**src/rtl/data_mem_arbiter.sv**
```systemverilog
// Round-robin arbiter sharing one data-memory port among N_REQ requesters.
// Each granted access runs IDLE -> ACCESS -> RESP, with a bounds check and registered read data.
module data_mem_arbiter #(
   parameter int N_REQ  = 3,
   parameter int DATA_W = 16,
   parameter int ADDR_W = 16,
   parameter int DEPTH  = 1000
) (
   input  logic                       clock,
   input  logic                       reset_n,
   input  logic [N_REQ-1:0]           req_valid,
   input  logic [N_REQ-1:0]           req_write,
   input  logic [N_REQ*ADDR_W-1:0]    req_addr,
   input  logic [N_REQ*DATA_W-1:0]    req_wdata,
   output logic [N_REQ-1:0]           req_ready,
   output logic [N_REQ-1:0]           resp_valid,
   output logic [DATA_W-1:0]          resp_rdata,
   output logic                       resp_err,
   output logic [ADDR_W-3:0]          mem_addr,
   output logic [DATA_W-1:0]          mem_wdata,
   output logic                       mem_we,
   output logic                       mem_oe,
   input  logic [DATA_W-1:0]          mem_rdata
);

   localparam int PTR_W = (N_REQ > 1) ? $clog2(N_REQ) : 1;
   localparam int IDX_W = ADDR_W - 2;

   typedef enum logic [1:0] {
      ST_IDLE   = 2'd0,
      ST_ACCESS = 2'd1,
      ST_RESP   = 2'd2
   } state_e;

   state_e              state_q, state_d;
   logic [PTR_W-1:0]    rr_ptr_q, rr_ptr_d;
   logic [PTR_W-1:0]    gnt_id_q, gnt_id_d;
   logic                write_q, write_d;
   logic [IDX_W-1:0]    idx_q, idx_d;
   logic [DATA_W-1:0]   wdata_q, wdata_d;
   logic                err_q, err_d;
   logic [DATA_W-1:0]   rdata_q, rdata_d;

   logic                win_found_s;
   logic [PTR_W-1:0]    win_id_s;
   logic [PTR_W-1:0]    cand_s;
   logic                win_write_s;
   logic [ADDR_W-1:0]   win_addr_s;
   logic [DATA_W-1:0]   win_wdata_s;
   logic                unused_s;

   // Byte-offset bits never reach the word-addressed memory.
   assign unused_s = ^win_addr_s[1:0];

   // Round-robin scan starting at rr_ptr_q: first valid requester wins.
   always_comb begin
      win_found_s = 1'b0;
      win_id_s    = {PTR_W{1'b0}};
      cand_s      = {PTR_W{1'b0}};
      for (int k = 0; k < N_REQ; k++) begin
         cand_s = PTR_W'((int'(rr_ptr_q) + k) % N_REQ);
         if (!win_found_s && req_valid[cand_s]) begin
            win_found_s = 1'b1;
            win_id_s    = cand_s;
         end else begin
            win_found_s = win_found_s;
         end
      end
   end

   // Multiplex the winning requester's fields.
   always_comb begin
      win_write_s = 1'b0;
      win_addr_s  = {ADDR_W{1'b0}};
      win_wdata_s = {DATA_W{1'b0}};
      for (int i = 0; i < N_REQ; i++) begin
         if (PTR_W'(i) == win_id_s) begin
            win_write_s = req_write[i];
            win_addr_s  = req_addr[i*ADDR_W +: ADDR_W];
            win_wdata_s = req_wdata[i*DATA_W +: DATA_W];
         end else begin
            win_write_s = win_write_s;
         end
      end
   end

   // Next-state logic: latch the winner on handshake, capture read data in ACCESS.
   always_comb begin
      state_d  = state_q;
      rr_ptr_d = rr_ptr_q;
      gnt_id_d = gnt_id_q;
      write_d  = write_q;
      idx_d    = idx_q;
      wdata_d  = wdata_q;
      err_d    = err_q;
      rdata_d  = rdata_q;
      case (state_q)
         ST_IDLE: begin
            if (win_found_s) begin
               state_d  = ST_ACCESS;
               rr_ptr_d = (win_id_s == PTR_W'(N_REQ - 1)) ? {PTR_W{1'b0}} : win_id_s + PTR_W'(1);
               gnt_id_d = win_id_s;
               write_d  = win_write_s;
               idx_d    = win_addr_s[ADDR_W-1:2];
               wdata_d  = win_wdata_s;
               err_d    = (win_addr_s[ADDR_W-1:2] >= IDX_W'(DEPTH));
            end else begin
               state_d = ST_IDLE;
            end
         end
         ST_ACCESS: begin
            state_d = ST_RESP;
            rdata_d = (!write_q && !err_q) ? mem_rdata : {DATA_W{1'b0}};
         end
         ST_RESP: begin
            state_d = ST_IDLE;
         end
         default: begin
            state_d = ST_IDLE;
         end
      endcase
   end

   // State and transaction registers; reset aborts any transaction in flight.
   always_ff @(posedge clock or negedge reset_n) begin
      if (!reset_n) begin
         state_q  <= ST_IDLE;
         rr_ptr_q <= {PTR_W{1'b0}};
         gnt_id_q <= {PTR_W{1'b0}};
         write_q  <= 1'b0;
         idx_q    <= {IDX_W{1'b0}};
         wdata_q  <= {DATA_W{1'b0}};
         err_q    <= 1'b0;
         rdata_q  <= {DATA_W{1'b0}};
      end else begin
         state_q  <= state_d;
         rr_ptr_q <= rr_ptr_d;
         gnt_id_q <= gnt_id_d;
         write_q  <= write_d;
         idx_q    <= idx_d;
         wdata_q  <= wdata_d;
         err_q    <= err_d;
         rdata_q  <= rdata_d;
      end
   end

   // Output decode; req_ready is gated by reset_n so every output is 0 while in reset.
   always_comb begin
      req_ready  = {N_REQ{1'b0}};
      resp_valid = {N_REQ{1'b0}};
      resp_rdata = {DATA_W{1'b0}};
      resp_err   = 1'b0;
      mem_addr   = {IDX_W{1'b0}};
      mem_wdata  = {DATA_W{1'b0}};
      mem_we     = 1'b0;
      mem_oe     = 1'b0;
      case (state_q)
         ST_IDLE: begin
            if (win_found_s && reset_n) begin
               req_ready[win_id_s] = 1'b1;
            end else begin
               req_ready = {N_REQ{1'b0}};
            end
         end
         ST_ACCESS: begin
            mem_addr = idx_q;
            if (err_q) begin
               mem_we = 1'b0;
               mem_oe = 1'b0;
            end else if (write_q) begin
               mem_we    = 1'b1;
               mem_wdata = wdata_q;
            end else begin
               mem_oe = 1'b1;
            end
         end
         ST_RESP: begin
            resp_valid[gnt_id_q] = 1'b1;
            resp_rdata           = write_q ? {DATA_W{1'b0}} : rdata_q;
            resp_err             = err_q;
         end
         default: begin
            mem_we = 1'b0;
         end
      endcase
   end

endmodule

```
**config.mk**
```make
export PLATFORM = sky130hd
export DESIGN_NAME = data_mem_arbiter
export DESIGN_NICKNAME = d
export VERILOG_FILES = /design/src/rtl/data_mem_arbiter.sv
export SDC_FILE = /design/constraint.sdc
export NUM_CORES = 1
export LEC_CHECK = 0
export BUFFER_PORTS_ARGS = -buffer_cell sky130_fd_sc_hd__buf_4
export CAP_MARGIN = 15
export CORE_ASPECT_RATIO = 1.1
export CORE_MARGIN = 4
export CORE_UTILIZATION = 30
export DETAILED_ROUTE_END_ITERATION = 7
export SYNTH_ARGS = -nofsm -noshare
export SYNTH_HDL_FRONTEND = slang
export SYNTH_SLANG_ARGS = --single-unit
export TNS_END_PERCENT = 1
```
**constraint.sdc**
```tcl
create_clock -name clock -period 7.8 [get_ports clock]
set_clock_uncertainty 0.05 [all_clocks]
set_input_delay 1.56 -clock clock [delete_from_list [all_inputs] [get_ports clock]]
set_output_delay 1.56 -clock clock [all_outputs]
set_load 0.02 [all_outputs]
```
# Word level (Yosys, flattened, before mapping)
# Cells that the tools add are included.
dict set report op_classes {
  n_addsub 3
  multipliers 0
  div_mod_pow 3
  order_cmp 8
  n_eq_ne 5
  n_shift 0
  mux 45
  bitwise_logic 0
  n_reduce_logical 13
}
# operator count
set ops {}
lappend ops {{16-bit two-way mux} 12}
lappend ops {{32-bit by 3-bit remainder unit with 32-bit output, second input constant} 2}
lappend ops {{3-bit by 3-bit remainder unit with 32-bit output, second input constant} 1}
lappend ops {{1-bit two-way mux} 19}
lappend ops {{2-bit by 3-bit < comparator with 1-bit output, second input constant} 5}
lappend ops {{14-bit by 10-bit >= comparator with 1-bit output, second input constant} 1}
lappend ops {{14-bit two-way mux} 1}
lappend ops {{3-bit two-way mux} 3}
lappend ops {{2-bit two-way mux} 4}
lappend ops {{1-bit binary-select mux with 2-bit select} 3}
lappend ops {{1-bit logical AND} 6}
lappend ops {{1-bit demux with 2-bit select} 2}
lappend ops {{2-bit == test, second input constant} 2}
lappend ops {{2-bit by 1-bit >= comparator with 1-bit output, second input constant} 2}
lappend ops {{1-bit zero test} 4}
lappend ops {{2-bit zero test} 2}
lappend ops {{2-bit one-hot mux with 2 select lines} 1}
lappend ops {{2-bit by 1-bit adder with 3-bit output, second input constant} 1}
lappend ops {{2-bit by 2-bit adder with 3-bit output, second input constant} 1}
lappend ops {{2-bit by 1-bit adder with 2-bit output, second input constant} 1}
lappend ops {{1-bit by 2-bit == test with 1-bit output, first input constant} 1}
lappend ops {{2-bit by 1-bit == test with 1-bit output, second input constant} 1}
lappend ops {{2-bit == test, first input constant} 1}
lappend ops {{2-bit AND reduction} 1}
dict set report word_totals {
  register_bits 54
  latch_bits 0
  mem_bits_rw 0
  rom_bits 0
  input_bits 120
  n_memories 0
}

# Longest topological paths before layout
# Gate-level depths: netlist of the first run.
dict set report depth {
  depth_word 16
  mapped_depth 11
  ltp_nobuf 9
}

# Worst setup path after synthesis of the first run
# OpenSTA, ideal clock, no wires.
dict set report synth_path {
  path_kind {input-to-output}
  start {in req_valid[2]}
  end {out req_ready[1]}
  arrival_time_ps 3068
  setup_slack_ps 3122
  path_stages 7
  n_path_buf 2
  cell_sequence {mux2i_1 -> nor2_1 -> or4_4 -> and2_1 -> buf_6 -> buf_2 -> nor2_1}
}
dict set report synth_between {
  elab_chain_len 15
}
# element line_no
set synth_lines {}
lappend synth_lines {{start, declared} 11} ;# input logic [N_REQ-1:0] req_valid,
lappend synth_lines {{1-bit binary-select mux with 2-bit select} 62} ;# if (!win_found_s && req_valid[cand_s]) begin
lappend synth_lines {{1-bit two-way mux (implied by the code)} 62}
lappend synth_lines {{1-bit two-way mux} 62}
lappend synth_lines {{1-bit zero test} 62}
lappend synth_lines {{1-bit logical AND} 62}
lappend synth_lines {{1-bit two-way mux} 62}
lappend synth_lines {{1-bit zero test} 62}
lappend synth_lines {{1-bit logical AND} 62}
lappend synth_lines {{2-bit two-way mux} 62}
lappend synth_lines {{2-bit by 3-bit < comparator with 1-bit output (implied by the code) / 2-bit by 1-bit >= comparator with 1-bit output (equally long branches)} 160} ;# req_ready[win_id_s] = 1'b1;
lappend synth_lines {{1-bit logical AND (implied by the code)} 160}
lappend synth_lines {{1-bit two-way mux (implied by the code)} 160}
lappend synth_lines {{1-bit demux with 2-bit select} 160}
lappend synth_lines {{3-bit two-way mux (*)} 159} ;# if (win_found_s && reset_n) begin
lappend synth_lines {{3-bit two-way mux (*)} 157} ;# case (state_q)
lappend synth_lines {{end, declared} 15} ;# output logic [N_REQ-1:0] req_ready,
# Mark *: on every way between the ends. The rest lies on a longest branch, timed or not. The select of a mux whose other input is x is not followed.

# Final worst setup path of the first run
dict set report layout_path {
  start {in req_valid[2]}
  end {out req_ready[2]}
}
# The elaborated chain is that of the path after synthesis.

==> results of run 1 <==
==> state kept, by name, summed over array words and instances (netlist names) <==
signal,flops
gnt_id_q,2
write_q,1
rr_ptr_q,2
state_q,2
wdata_q,16
err_q,1
rdata_q,16
idx_q,14
==> routing by layer <==
layer	vias to the layer above	wire (um)	global-route usage
li1	1592	-	-
met1	1542	4640	0.214
met2	163	4770	0.262
met3	5	918	0.0455
met4	0	75	0.0341
met5	-	0	0
==> worst min path at each step <==
stage | cells past startpoint | to | from | slack, ps
after CTS | 1 | wdata_q[11] | wdata_q[11] | 430
final | 1 | wdata_q[11] | wdata_q[11] | 420
after floorplan | 2 | idx_q[11] | idx_q[11] | 390
after global placement | 1 | idx_q[7] | idx_q[7] | 400
after detailed placement | 1 | wdata_q[11] | wdata_q[11] | 410
after global routing | 1 | wdata_q[8] | wdata_q[8] | 440
==> area by class of cell <==
cell class / instances / share of cell area
Clock buffer: 5 / 0.0263
Clock inverter: 3 / 0.00605
Inverter: 9 / 0.00710
Multi-Input combinational cell: 276 / 0.369
Sequential cell: 54 / 0.284
Tap cell: 143 / 0.0376
Timing Repair Buffer: 171 / 0.270
==> cell usage in the layout, fill, tap and decap left out, types with 5 or more instances in the layout <==
| master | synthesis | layout |
|---|---|---|
| nand2_1 | 50 | 50 |
| a21oi_1 | 9 | 9 |
| o21ai_0 | 8 | 8 |
| a211oi_1 | 8 | 8 |
| dfrtp_1 | 54 | 54 |
| a22o_1 | 20 | 20 |
| clkbuf_16 | 0 | 5 |
| a21o_1 | 27 | 27 |
| nand2b_1 | 6 | 6 |
| mux2i_1 | 10 | 10 |
| nor2_1 | 43 | 43 |
| inv_1 | 9 | 9 |
| a311oi_1 | 21 | 21 |
| and2_1 | 44 | 44 |
| buf_4 | 1 | 171 |
==> metrics by stage <==
stage / utilization / total power [mW]
4_1_cts: 0.454 / 1.72
3_3_place_gp: 0.439 / 1.46
5_1_grt: 0.454 / 1.85
2_1_floorplan: - / 1.18
3_5_place_dp: 0.439 / 1.48
6_report: 0.454 / 1.70
==> worst max-delay path: stages <==
cell and delay (ps):
buf_4 130, mux2i_1 160, nor2_1 120, o41ai_4 340, buf_4 630, inv_1 250, nand2_1 200, nor2_1 70
buf_4 200
==> cell families after synthesis <==
kind of cell,synth area share
DFF,0.416
adders and majority gates,0.0154
buffers and inverters,0.0478
muxes,0.0308
AOI/OAI and AO/OA,0.252
and+or+nand+nor,0.238
==> power by group through the flow <==
stage	clock [mW]	sequential, mW	combinational, mW
6_report	0.233	0.471	0.992
3_5_place_dp	0	0.477	1.00
3_3_place_gp	0	0.472	0.985
2_1_floorplan	0	0.459	0.723
4_1_cts	0.244	0.471	1.00
5_1_grt	0.255	0.488	1.11
==> impl_metrics.xml, run 1 <==
<?xml version="1.0" encoding="UTF-8"?>
<metrics>
  <group name="run_status">
    <metric name="run_status" unit="">completed</metric>
  </group>
  <group name="worst_setup_path">
    <metric name="worstSetupStartpoint" unit="">req_valid[2]</metric>
    <metric name="rrSetupSlack" unit="ps">4290</metric>
    <metric name="worst-r2r-cell-count" unit="">10</metric>
    <metric name="critical_path.endpoint_type" unit="">primary output</metric>
    <metric name="path_max_fanout" unit="">72</metric>
    <metric name="data_arrival_at_the_endpoint_of_the_critical_path" unit="ps">3660</metric>
    <metric name="reg2reg_to" unit="">idx_q[9]</metric>
    <metric name="worstSetupStartpointType" unit="">primary input</metric>
    <metric name="worstSetupEndpoint" unit="">req_ready[2]</metric>
    <metric name="timing.setup.critical_path_class" unit="">in2out</metric>
    <metric name="worst_ep_required_time" unit="ps">6190</metric>
    <metric name="r2r_start" unit="">rr_ptr_q[0]</metric>
  </group>
  <group name="detailed_routing">
    <metric name="wire_per_inst" unit="um">15.7</metric>
    <metric name="drt-initial-drc-count" unit="">139</metric>
    <metric name="avgViaCountPerCell" unit="">5.00</metric>
    <metric name="route.vias.total" unit="">3302</metric>
    <metric name="totalWireLength" unit="um">10400</metric>
    <metric name="drt_pre_antenna_iters" unit="">7</metric>
    <metric name="ant_nets" unit="">0</metric>
    <metric name="post-route-drc-count" unit="">0</metric>
  </group>
  <group name="synthesis">
    <metric name="synth-warning-count" unit="">0</metric>
    <metric name="postSynthAreaPerCell" unit="um2">8.90</metric>
    <metric name="postSynth.asyncResetShare" unit="">1.00</metric>
    <metric name="synthDominantAreaCellType" unit="">dfrtp_1</metric>
    <metric name="yosys_register_bits" unit="">54</metric>
    <metric name="synth.top_cells.by_count" unit="">54 x dfrtp_1, 50 x nand2_1, 44 x and2_1</metric>
    <metric name="number_of_cells_produced_by_synthesis" unit="">365</metric>
    <metric name="yosysTopAreaCellShare" unit="">0.416</metric>
    <metric name="syn_area" unit="um2">3250</metric>
    <metric name="synthesis.nets" unit="">489</metric>
    <metric name="count_of_flip_flops_with_a_built_in_enable_after_synthesis" unit="">0</metric>
    <metric name="yosys.cell_count.top_type" unit="">dfrtp_1</metric>
    <metric name="synth-seq-area-share" unit="">0.416</metric>
    <metric name="synth_top_flop_cell" unit="">dfrtp_1</metric>
    <metric name="synth.area.top_cells" unit="">dfrtp_1 42%, and2_1 8.5%, a21o_1 6.2%</metric>
    <metric name="yosys.cell_types.count" unit="">35</metric>
  </group>
  <group name="place">
    <metric name="total_of_buffers_placed_on_input_and_output_ports" unit="">168</metric>
    <metric name="dp_cells" unit="">653</metric>
    <metric name="dpl_worst_slack" unit="ps">2540</metric>
    <metric name="hpwl" unit="um">7580</metric>
    <metric name="gpl.final_weighted_congestion" unit="">0.816</metric>
    <metric name="placement.cell_area" unit="um2">4600</metric>
  </group>
  <group name="sta">
    <metric name="final-hold-violation-count" unit="">0</metric>
    <metric name="fin_ws" unit="ps">2530</metric>
    <metric name="tightestPinTransition" unit="ps">1230</metric>
    <metric name="achievable-frequency" unit="GHz">0.190</metric>
    <metric name="max_slew_margin" unit="">0.182</metric>
    <metric name="fin_crit_sh" unit="">0.676</metric>
    <metric name="setup_repair_after_global_routing_missed_its_margin" unit="">false</metric>
    <metric name="setup-violations-final" unit="">0</metric>
    <metric name="final.setup.tns" unit="ps">0</metric>
    <metric name="whs" unit="ps">421</metric>
    <metric name="final-max-slew-violation-count" unit="">0</metric>
    <metric name="final_period_minus_worst_setup_slack" unit="ps">5270</metric>
  </group>
  <group name="pwr">
    <metric name="p_seq_frac" unit="">0.278</metric>
    <metric name="power.static_leakage" unit="nW">2.47</metric>
    <metric name="power_report.internal_total" unit="mW">0.938</metric>
    <metric name="clock_power_share" unit="">0.137</metric>
    <metric name="combinationalPowerShare" unit="">0.585</metric>
    <metric name="netSwitchingFraction" unit="">0.447</metric>
    <metric name="powerDensity" unit="nW/um2">356</metric>
    <metric name="worst_ir_drop_vdd" unit="V">0.000182</metric>
    <metric name="power_switching" unit="mW">0.758</metric>
  </group>
  <group name="clock_network">
    <metric name="clkSinkCount" unit="">54</metric>
    <metric name="clock_tree.root_cell" unit="">clkbuf_16</metric>
    <metric name="ctsResizeCount" unit="">0</metric>
    <metric name="post_cts_buffers" unit="">0</metric>
    <metric name="h-tree-depth" unit="">2</metric>
    <metric name="cts_tree" unit="">done</metric>
    <metric name="clk_path_buf_depth" unit="">2</metric>
    <metric name="cts-buffers-inserted" unit="">5</metric>
    <metric name="cts-hold-fix-buffers" unit="">0</metric>
    <metric name="clk_latency" unit="ps">290</metric>
    <metric name="worst_setup_hold_path_clk_slew" unit="ps">70</metric>
  </group>
  <group name="grt">
    <metric name="grt_first_pass_wirelength" unit="um">16100</metric>
    <metric name="maximum_number_of_pins_on_one_net_before_global_route_repair" unit="">73</metric>
    <metric name="grt_antenna_before_repair" unit="">0</metric>
    <metric name="number_of_global_route_vias_before_repair" unit="">3261</metric>
    <metric name="grt.total_usage" unit="">0.161</metric>
    <metric name="grt-ovfl-total" unit="">0</metric>
  </group>
  <group name="job">
    <metric name="cap_viol_max_count" unit="">0</metric>
  </group>
  <group name="hold_path">
    <metric name="class_of_the_most_critical_hold_timing_path" unit="">reg2reg</metric>
  </group>
  <group name="cells_and_area">
    <metric name="num_antenna_cells" unit="">0</metric>
    <metric name="multi_input_comb_area" unit="um2">1760</metric>
    <metric name="finished_cell_area" unit="um2">4760</metric>
    <metric name="num-fill-cells" unit="">1043</metric>
    <metric name="final_cells" unit="">661</metric>
    <metric name="regArea" unit="um2">1350</metric>
    <metric name="ratio_of_cells_with_drive_above_1_in_the_final_layout" unit="">0.361</metric>
    <metric name="layout.nets" unit="">641</metric>
    <metric name="layout_overhead_on_the_synthesized_area" unit="%">46.6</metric>
  </group>
  <group name="floorplan">
    <metric name="die_y" unit="um">117</metric>
    <metric name="design.portCount" unit="">175</metric>
    <metric name="coreArea" unit="um2">10500</metric>
    <metric name="die_area" unit="um2">12600</metric>
    <metric name="die-width" unit="um">107</metric>
    <metric name="fp-row-count" unit="">39</metric>
    <metric name="effective_utilization_at_floorplan" unit="">0.309</metric>
  </group>
</metrics>
Power figures use the tool's default switching activity.
==> run 2, diff against run 1 <==
- clock period: 7.8 -> 4.7 ns (I/O delays scaled with it)
==> run 2 against run 1 <==
  * Cell count rose by 0.15%
  * Worst hold slack worse by 1.3 ps
  * Clock power grew 57%
  * Via count down 1.1%
  * Flip-flop and latch count unchanged
  * Global-route usage fell by 0.82 points
  * Core utilization unchanged
  * Largest power group unchanged
  * First-iteration DRC count stayed put
  * Sequential share of layout area is the same
  * Critical endpoint is now req_ready[0]
  * Register-to-register slack worse by 2600 ps
  * Worst setup slack worse by 1600 ps
  * Critical path depth increased by 1
==> impl_metrics.xml, run 2 (synthesis gave the netlist of run 1 again) <==
<?xml version="1.0" encoding="UTF-8"?>
<metrics>
  <group name="clock_network">
    <metric name="clk_path_buf_depth" unit="">2</metric>
    <metric name="ctsResizeCount" unit="">0</metric>
    <metric name="cts-buffers-inserted" unit="">5</metric>
    <metric name="post_cts_buffers" unit="">0</metric>
    <metric name="clock_tree.root_cell" unit="">clkbuf_16</metric>
    <metric name="cts-hold-fix-buffers" unit="">0</metric>
    <metric name="clkSinkCount" unit="">54</metric>
    <metric name="cts_tree" unit="">done</metric>
    <metric name="h-tree-depth" unit="">2</metric>
    <metric name="clk_latency" unit="ps">280</metric>
    <metric name="worst_setup_hold_path_clk_slew" unit="ps">70</metric>
  </group>
  <group name="sta">
    <metric name="fin_crit_sh" unit="">0.798</metric>
    <metric name="final_period_minus_worst_setup_slack" unit="ps">3750</metric>
    <metric name="achievable-frequency" unit="GHz">0.267</metric>
    <metric name="setup-violations-final" unit="">0</metric>
    <metric name="setup_repair_after_global_routing_missed_its_margin" unit="">false</metric>
    <metric name="max_slew_margin" unit="">0.298</metric>
    <metric name="final-hold-violation-count" unit="">0</metric>
    <metric name="whs" unit="ps">419</metric>
    <metric name="fin_ws" unit="ps">952</metric>
    <metric name="tightestPinTransition" unit="ps">1050</metric>
    <metric name="final-max-slew-violation-count" unit="">0</metric>
    <metric name="final.setup.tns" unit="ps">0</metric>
  </group>
  <group name="pwr">
    <metric name="worst_ir_drop_vdd" unit="V">0.000331</metric>
    <metric name="power.static_leakage" unit="nW">2.47</metric>
    <metric name="powerDensity" unit="nW/um2">585</metric>
  </group>
  <group name="job">
    <metric name="cap_viol_max_count" unit="">0</metric>
  </group>
  <group name="detailed_routing">
    <metric name="top_layer_used" unit="">met4</metric>
    <metric name="length_of_routed_met2_wiring" unit="um">4820</metric>
    <metric name="drt-initial-drc-count" unit="">139</metric>
    <metric name="met3_wire_length" unit="um">899</metric>
    <metric name="totalWireLength" unit="um">10000</metric>
    <metric name="drt_pre_antenna_iters" unit="">4</metric>
    <metric name="wire_per_inst" unit="um">15.1</metric>
    <metric name="route.vias.total" unit="">3266</metric>
    <metric name="wirelength_met1" unit="um">4250</metric>
    <metric name="avgViaCountPerCell" unit="">4.93</metric>
    <metric name="ant_nets" unit="">0</metric>
    <metric name="post-route-drc-count" unit="">0</metric>
  </group>
  <group name="worst_setup_path">
    <metric name="rrSetupSlack" unit="ps">1740</metric>
    <metric name="data_arrival_at_the_endpoint_of_the_critical_path" unit="ps">2760</metric>
    <metric name="path_delay_family" unit="">simple AND/OR/NAND/NOR gates</metric>
    <metric name="critical_path.endpoint_type" unit="">primary output</metric>
    <metric name="reg2reg_to" unit="">err_q</metric>
    <metric name="worstPathCellList" unit="">inv_1 -&gt; ha_1 -&gt; nand2b_1 -&gt; a21oi_1 -&gt; or4_4 -&gt; and2_1 -&gt; buf_4 -&gt; nand2_1 -&gt; nor2_1 -&gt; buf_4</metric>
    <metric name="worst_ep_required_time" unit="ps">3710</metric>
    <metric name="worst_path_largest_cell_delay" unit="ps">400</metric>
    <metric name="r2r_start" unit="">rr_ptr_q[0]</metric>
    <metric name="worstSetupStartpointType" unit="">flip-flop</metric>
    <metric name="path_max_fanout" unit="">33</metric>
    <metric name="timing.setup.critical_path_class" unit="">reg2out</metric>
    <metric name="worst_path_max_delay_cell" unit="">dfrtp_1</metric>
    <metric name="path_common_cell" unit="">buf_4</metric>
    <metric name="count_of_buffering_cells_on_the_critical_path_with_inverters_included" unit="">3</metric>
    <metric name="worst-r2r-cell-count" unit="">9</metric>
  </group>
  <group name="grt">
    <metric name="grt_antenna_before_repair" unit="">0</metric>
    <metric name="grt.total_usage" unit="">0.152</metric>
    <metric name="grt_first_pass_wirelength" unit="um">15400</metric>
    <metric name="number_of_global_route_vias_before_repair" unit="">3139</metric>
    <metric name="grt-ovfl-total" unit="">0</metric>
    <metric name="maximum_number_of_pins_on_one_net_before_global_route_repair" unit="">72</metric>
  </group>
  <group name="hold_path">
    <metric name="class_of_the_most_critical_hold_timing_path" unit="">reg2reg</metric>
    <metric name="launch_instance_of_the_worst_min_delay_path" unit="">idx_q[5]</metric>
    <metric name="hold-path-cell-count" unit="">1</metric>
    <metric name="hold-path-endpoint" unit="">idx_q[5]</metric>
  </group>
  <group name="cells_and_area">
    <metric name="final_core_util" unit="">0.454</metric>
    <metric name="layout.nets" unit="">642</metric>
    <metric name="layout_overhead_on_the_synthesized_area" unit="%">46.6</metric>
    <metric name="num-fill-cells" unit="">1020</metric>
    <metric name="reg_top3" unit="">rdata_q (16), wdata_q (16), idx_q (14)</metric>
    <metric name="mostFrequentLayoutCells" unit="">172 x buf_4, 54 x dfrtp_1, 50 x nand2_1</metric>
    <metric name="final_cells" unit="">662</metric>
    <metric name="mostFrequentLayoutCell" unit="">buf_4</metric>
    <metric name="num_antenna_cells" unit="">0</metric>
    <metric name="ratio_of_cells_with_drive_above_1_in_the_final_layout" unit="">0.362</metric>
  </group>
  <group name="floorplan">
    <metric name="die_y" unit="um">117</metric>
    <metric name="effective_utilization_at_floorplan" unit="">0.309</metric>
    <metric name="die_area" unit="um2">12600</metric>
    <metric name="die-width" unit="um">107</metric>
    <metric name="coreArea" unit="um2">10500</metric>
    <metric name="fp-row-count" unit="">39</metric>
    <metric name="design.portCount" unit="">175</metric>
  </group>
  <group name="place">
    <metric name="dpl_worst_slack" unit="ps">989</metric>
    <metric name="gpl.final_weighted_congestion" unit="">0.837</metric>
    <metric name="total_of_buffers_placed_on_input_and_output_ports" unit="">168</metric>
    <metric name="dp_cells" unit="">654</metric>
    <metric name="hpwl" unit="um">7460</metric>
  </group>
  <group name="run_status">
    <metric name="run_status" unit="">completed</metric>
  </group>
</metrics>
-- run 2: cell types whose count changed in the layout (fill, tap and decap cells not counted), sizes merged --
cell,before,now
buf,171,172
clkinvlp,0,1
inv,10,9
-- run 2: cell type report --
cell class	count	area, um2	share of cell area
Tap cell	143	179	0.0376
Sequential cell	54	1350	0.284
Timing Repair Buffer	172	1290	0.271
Clock inverter	3	21.3	0.00447
Inverter	9	33.8	0.00710
Multi-Input combinational cell	276	1760	0.369
Clock buffer	5	125	0.0263
-- run 2: layer usage --
layer	GRT usage	vias up
met5	0	-
met4	0.0281	0
met3	0.0422	6
met2	0.267	140
met1	0.190	1529
li1	-	1591
-- run 2: worst max path at each step --
stage | cells after the start | from | to
floorplan | 7 | req_valid[2] | req_ready[1]
global placement | 9 | req_valid[2] | req_ready[0]
detailed placement | 9 | req_valid[2] | req_ready[0]
CTS | 10 | rr_ptr_q[0] | req_ready[0]
global route | 10 | rr_ptr_q[0] | req_ready[0]
finish | 10 | rr_ptr_q[0] | req_ready[0]
-- run 2: stage by stage --
| stage | total power [mW] | cell area (um2) |
|---|---|---|
| floorplan | 1.96 | 3250 |
| global placement | 2.43 | 4610 |
| detailed placement | 2.45 | 4610 |
| CTS | 2.83 | 4760 |
| global route | 3.03 | 4760 |
| finish | 2.78 | 4760 |
-- run 2: power by group --
| group | internal [mW] | total [mW] | switching, mW | leakage (nW) |
|---|---|---|---|---|
| combinational | 0.673 | 1.63 | 0.962 | 1.72 |
| clock | 0.198 | 0.366 | 0.168 | 0.0698 |
| sequential | 0.683 | 0.782 | 0.0990 | 0.680 |
| total | 1.55 | 2.78 | 1.23 | 2.47 |
==> run 3, diff against run 2 <==
- ABC_AREA: default -> 1
- clock period: 4.7 -> 3.2 ns (I/O delays scaled with it)
==> run 3 against run 2 <==
  * Via count grew 5.9%
  * Power grew 60%
  * Combinational power grew 71%
  * Register-to-register slack lost 1200 ps
  * Non-clock buffer count grew 4
  * Cell count grew 15%
  * Worst hold slack gained 15 ps
  * Sequential power grew 37%
  * Core utilization grew 0.43 points
  * Highest routed layer unchanged
==> impl_metrics.xml, run 3 <==
<?xml version="1.0" encoding="UTF-8"?>
<metrics>
  <group name="run_status">
    <metric name="run_status" unit="">completed</metric>
  </group>
  <group name="detailed_routing">
    <metric name="post-route-drc-count" unit="">0</metric>
    <metric name="length_of_routed_met2_wiring" unit="um">4890</metric>
    <metric name="route.vias.total" unit="">3460</metric>
    <metric name="ant_nets" unit="">0</metric>
    <metric name="avgViaCountPerCell" unit="">4.53</metric>
    <metric name="wirelength_met1" unit="um">4520</metric>
    <metric name="met3_wire_length" unit="um">797</metric>
    <metric name="top_layer_used" unit="">met4</metric>
    <metric name="drt-initial-drc-count" unit="">247</metric>
    <metric name="wire_per_inst" unit="um">13.4</metric>
    <metric name="drt_pre_antenna_iters" unit="">4</metric>
    <metric name="totalWireLength" unit="um">10300</metric>
  </group>
  <group name="grt">
    <metric name="grt_antenna_before_repair" unit="">0</metric>
    <metric name="grt.total_usage" unit="">0.164</metric>
    <metric name="grt-ovfl-total" unit="">0</metric>
    <metric name="maximum_number_of_pins_on_one_net_before_global_route_repair" unit="">55</metric>
    <metric name="grt_first_pass_wirelength" unit="um">16500</metric>
    <metric name="number_of_global_route_vias_before_repair" unit="">3401</metric>
  </group>
  <group name="worst_setup_path">
    <metric name="worstSetupStartpointType" unit="">flip-flop</metric>
    <metric name="data_arrival_at_the_endpoint_of_the_critical_path" unit="ps">2290</metric>
    <metric name="path_max_fanout" unit="">11</metric>
    <metric name="critical_path.endpoint_type" unit="">primary output</metric>
    <metric name="worst_ep_required_time" unit="ps">2510</metric>
    <metric name="timing.setup.critical_path_class" unit="">reg2out</metric>
  </group>
  <group name="clock_network">
    <metric name="worst_setup_hold_path_clk_slew" unit="ps">70</metric>
    <metric name="cts_tree" unit="">done</metric>
    <metric name="clk_latency" unit="ps">290</metric>
    <metric name="clkSinkCount" unit="">54</metric>
    <metric name="clock_tree.root_cell" unit="">clkbuf_16</metric>
    <metric name="h-tree-depth" unit="">2</metric>
    <metric name="cts-hold-fix-buffers" unit="">0</metric>
    <metric name="clk_path_buf_depth" unit="">2</metric>
    <metric name="cts-buffers-inserted" unit="">5</metric>
  </group>
  <group name="synthesis">
    <metric name="postSynth.asyncResetShare" unit="">1.00</metric>
    <metric name="syn_area" unit="um2">3200</metric>
    <metric name="yosys_register_bits" unit="">54</metric>
    <metric name="postSynthAreaPerCell" unit="um2">6.99</metric>
    <metric name="synth_top_flop_cell" unit="">dfrtp_1</metric>
    <metric name="yosysTopAreaCellShare" unit="">0.422</metric>
    <metric name="synthesis.nets" unit="">582</metric>
    <metric name="synth.top_cells.by_count" unit="">115 x nand2_1, 68 x inv_1, 60 x nor2_1</metric>
    <metric name="synth-warning-count" unit="">0</metric>
    <metric name="synth.area.top_cells" unit="">dfrtp_1 42%, nand2_1 13%, inv_1 8.0%</metric>
    <metric name="synthDominantAreaCellType" unit="">dfrtp_1</metric>
    <metric name="count_of_flip_flops_with_a_built_in_enable_after_synthesis" unit="">0</metric>
    <metric name="yosys.cell_count.top_type" unit="">nand2_1</metric>
    <metric name="synth-seq-area-share" unit="">0.422</metric>
    <metric name="yosys.cell_types.count" unit="">26</metric>
    <metric name="number_of_cells_produced_by_synthesis" unit="">458</metric>
  </group>
  <group name="sta">
    <metric name="max_slew_margin" unit="">0.540</metric>
    <metric name="setup-violations-final" unit="">0</metric>
    <metric name="final_period_minus_worst_setup_slack" unit="ps">2980</metric>
    <metric name="final.setup.tns" unit="ps">0</metric>
    <metric name="fin_crit_sh" unit="">0.932</metric>
    <metric name="tightestPinTransition" unit="ps">690</metric>
    <metric name="final-max-slew-violation-count" unit="">0</metric>
    <metric name="achievable-frequency" unit="GHz">0.335</metric>
    <metric name="setup_repair_after_global_routing_missed_its_margin" unit="">false</metric>
    <metric name="final-hold-violation-count" unit="">0</metric>
  </group>
  <group name="hold_path">
    <metric name="class_of_the_most_critical_hold_timing_path" unit="">reg2reg</metric>
  </group>
  <group name="pwr">
    <metric name="power.static_leakage" unit="nW">2.54</metric>
    <metric name="powerDensity" unit="nW/um2">938</metric>
    <metric name="netSwitchingFraction" unit="">0.487</metric>
    <metric name="worst_ir_drop_vdd" unit="V">0.000430</metric>
    <metric name="power_report.internal_total" unit="mW">2.29</metric>
    <metric name="power_switching" unit="mW">2.17</metric>
    <metric name="combinationalPowerShare" unit="">0.626</metric>
    <metric name="clock_power_share" unit="">0.136</metric>
    <metric name="p_seq_frac" unit="">0.239</metric>
  </group>
  <group name="cells_and_area">
    <metric name="ratio_of_cells_with_drive_above_1_in_the_final_layout" unit="">0.319</metric>
    <metric name="num_antenna_cells" unit="">0</metric>
    <metric name="mostFrequentLayoutCells" unit="">176 x buf_4, 115 x nand2_1, 68 x inv_1</metric>
    <metric name="finished_cell_area" unit="um2">4760</metric>
    <metric name="mostFrequentLayoutCell" unit="">buf_4</metric>
    <metric name="reg_top3" unit="">rdata_q (16), wdata_q (16), idx_q (14)</metric>
    <metric name="num-fill-cells" unit="">1079</metric>
    <metric name="layout_overhead_on_the_synthesized_area" unit="%">48.7</metric>
    <metric name="layout.nets" unit="">744</metric>
    <metric name="multi_input_comb_area" unit="um2">1460</metric>
    <metric name="regArea" unit="um2">1350</metric>
  </group>
  <group name="job">
    <metric name="cap_viol_max_count" unit="">0</metric>
  </group>
  <group name="place">
    <metric name="hpwl" unit="um">7960</metric>
    <metric name="placement.cell_area" unit="um2">4590</metric>
    <metric name="total_of_buffers_placed_on_input_and_output_ports" unit="">168</metric>
    <metric name="gpl.final_weighted_congestion" unit="">0.770</metric>
  </group>
  <group name="floorplan">
    <metric name="design.portCount" unit="">175</metric>
    <metric name="effective_utilization_at_floorplan" unit="">0.308</metric>
    <metric name="die_area" unit="um2">12400</metric>
    <metric name="die-width" unit="um">106</metric>
    <metric name="fp-row-count" unit="">39</metric>
    <metric name="die_y" unit="um">116</metric>
    <metric name="coreArea" unit="um2">10400</metric>
  </group>
</metrics>
[run 3: cell families after synthesis]
kind of cell	after synthesis	synth area share
AND/OR/NAND/NOR	224	0.290
buffers and inverters	95	0.122
AO/OA/AOI/OAI	81	0.150
flip-flops	54	0.422
adder cells (fa/ha/maj)	4	0.0156
[run 3: final cells by class]
class	instances	share of cell area
tap	143	0.0376
sequential	54	0.284
multi-input combinational	309	0.308
clock inverter	3	0.00841
timing repair buffer	176	0.278
inverter	74	0.0584
clock buffer	5	0.0263
[run 3: path summary, 6_finish.rpt]
kind / from / end / slack, ps / cells past startpoint
max: rr_ptr_q[0] / req_ready[0] / 220 / 12
min: idx_q[6] / idx_q[6] / 430 / 2
max reg2reg: rr_ptr_q[0] / err_q / 560 / 16
min reg2reg: idx_q[6] / idx_q[6] / 430 / 2
max in group asynchronous: reset_n / idx_q[6] / 2200 / 2
min in group asynchronous: reset_n / wdata_q[8] / 440 / 2
[run 3: power groups by stage]
stage / Clock [mW] / Sequential [mW] / Combinational (mW)
after floorplan: 0 / 1.05 / 2.06
after global placement: 0 / 1.07 / 2.76
after detailed placement: 0 / 1.08 / 2.82
after CTS: 0.628 / 1.07 / 2.83
after global routing: 0.654 / 1.10 / 3.18
final: 0.605 / 1.07 / 2.79
[run 3: through the flow]
step           hold WS (ps)  cells  utilization  setup WS, ps  total power [mW]
5_1_grt                 466    764        0.458          24.8              4.93
6_report                434    764        0.458           218              4.46
2_1_floorplan           294    458            -           361              3.11
3_5_place_dp            424    756        0.441           520              3.90
4_1_cts                 442    764        0.457           208              4.53
3_3_place_gp            417    756        0.441           572              3.83
[run 3: what timing repair did]
item                                    CTS  global route
endpoints found under the setup margin    0             1
buffers inserted                          0             0
gates resized for setup                   0             1
[run 3: critical path, cell delays in order (launching register included)]
cell     delay, ps
dfrtp_1        410
inv_1           80
ha_1           370
inv_2           90
nand2_1         60
nor2_1         170
a21oi_4         70
nand4_1        100
nand2_2         70
inv_2          160
nand2_2        140
nor2_1         130
buf_4          150
[run 3: routing by layer]
layer  track usage  vias up
met2         0.285      120
met5             0        -
met4        0.0307        0
met3        0.0343        4
li1              -     1770
met1         0.214     1566
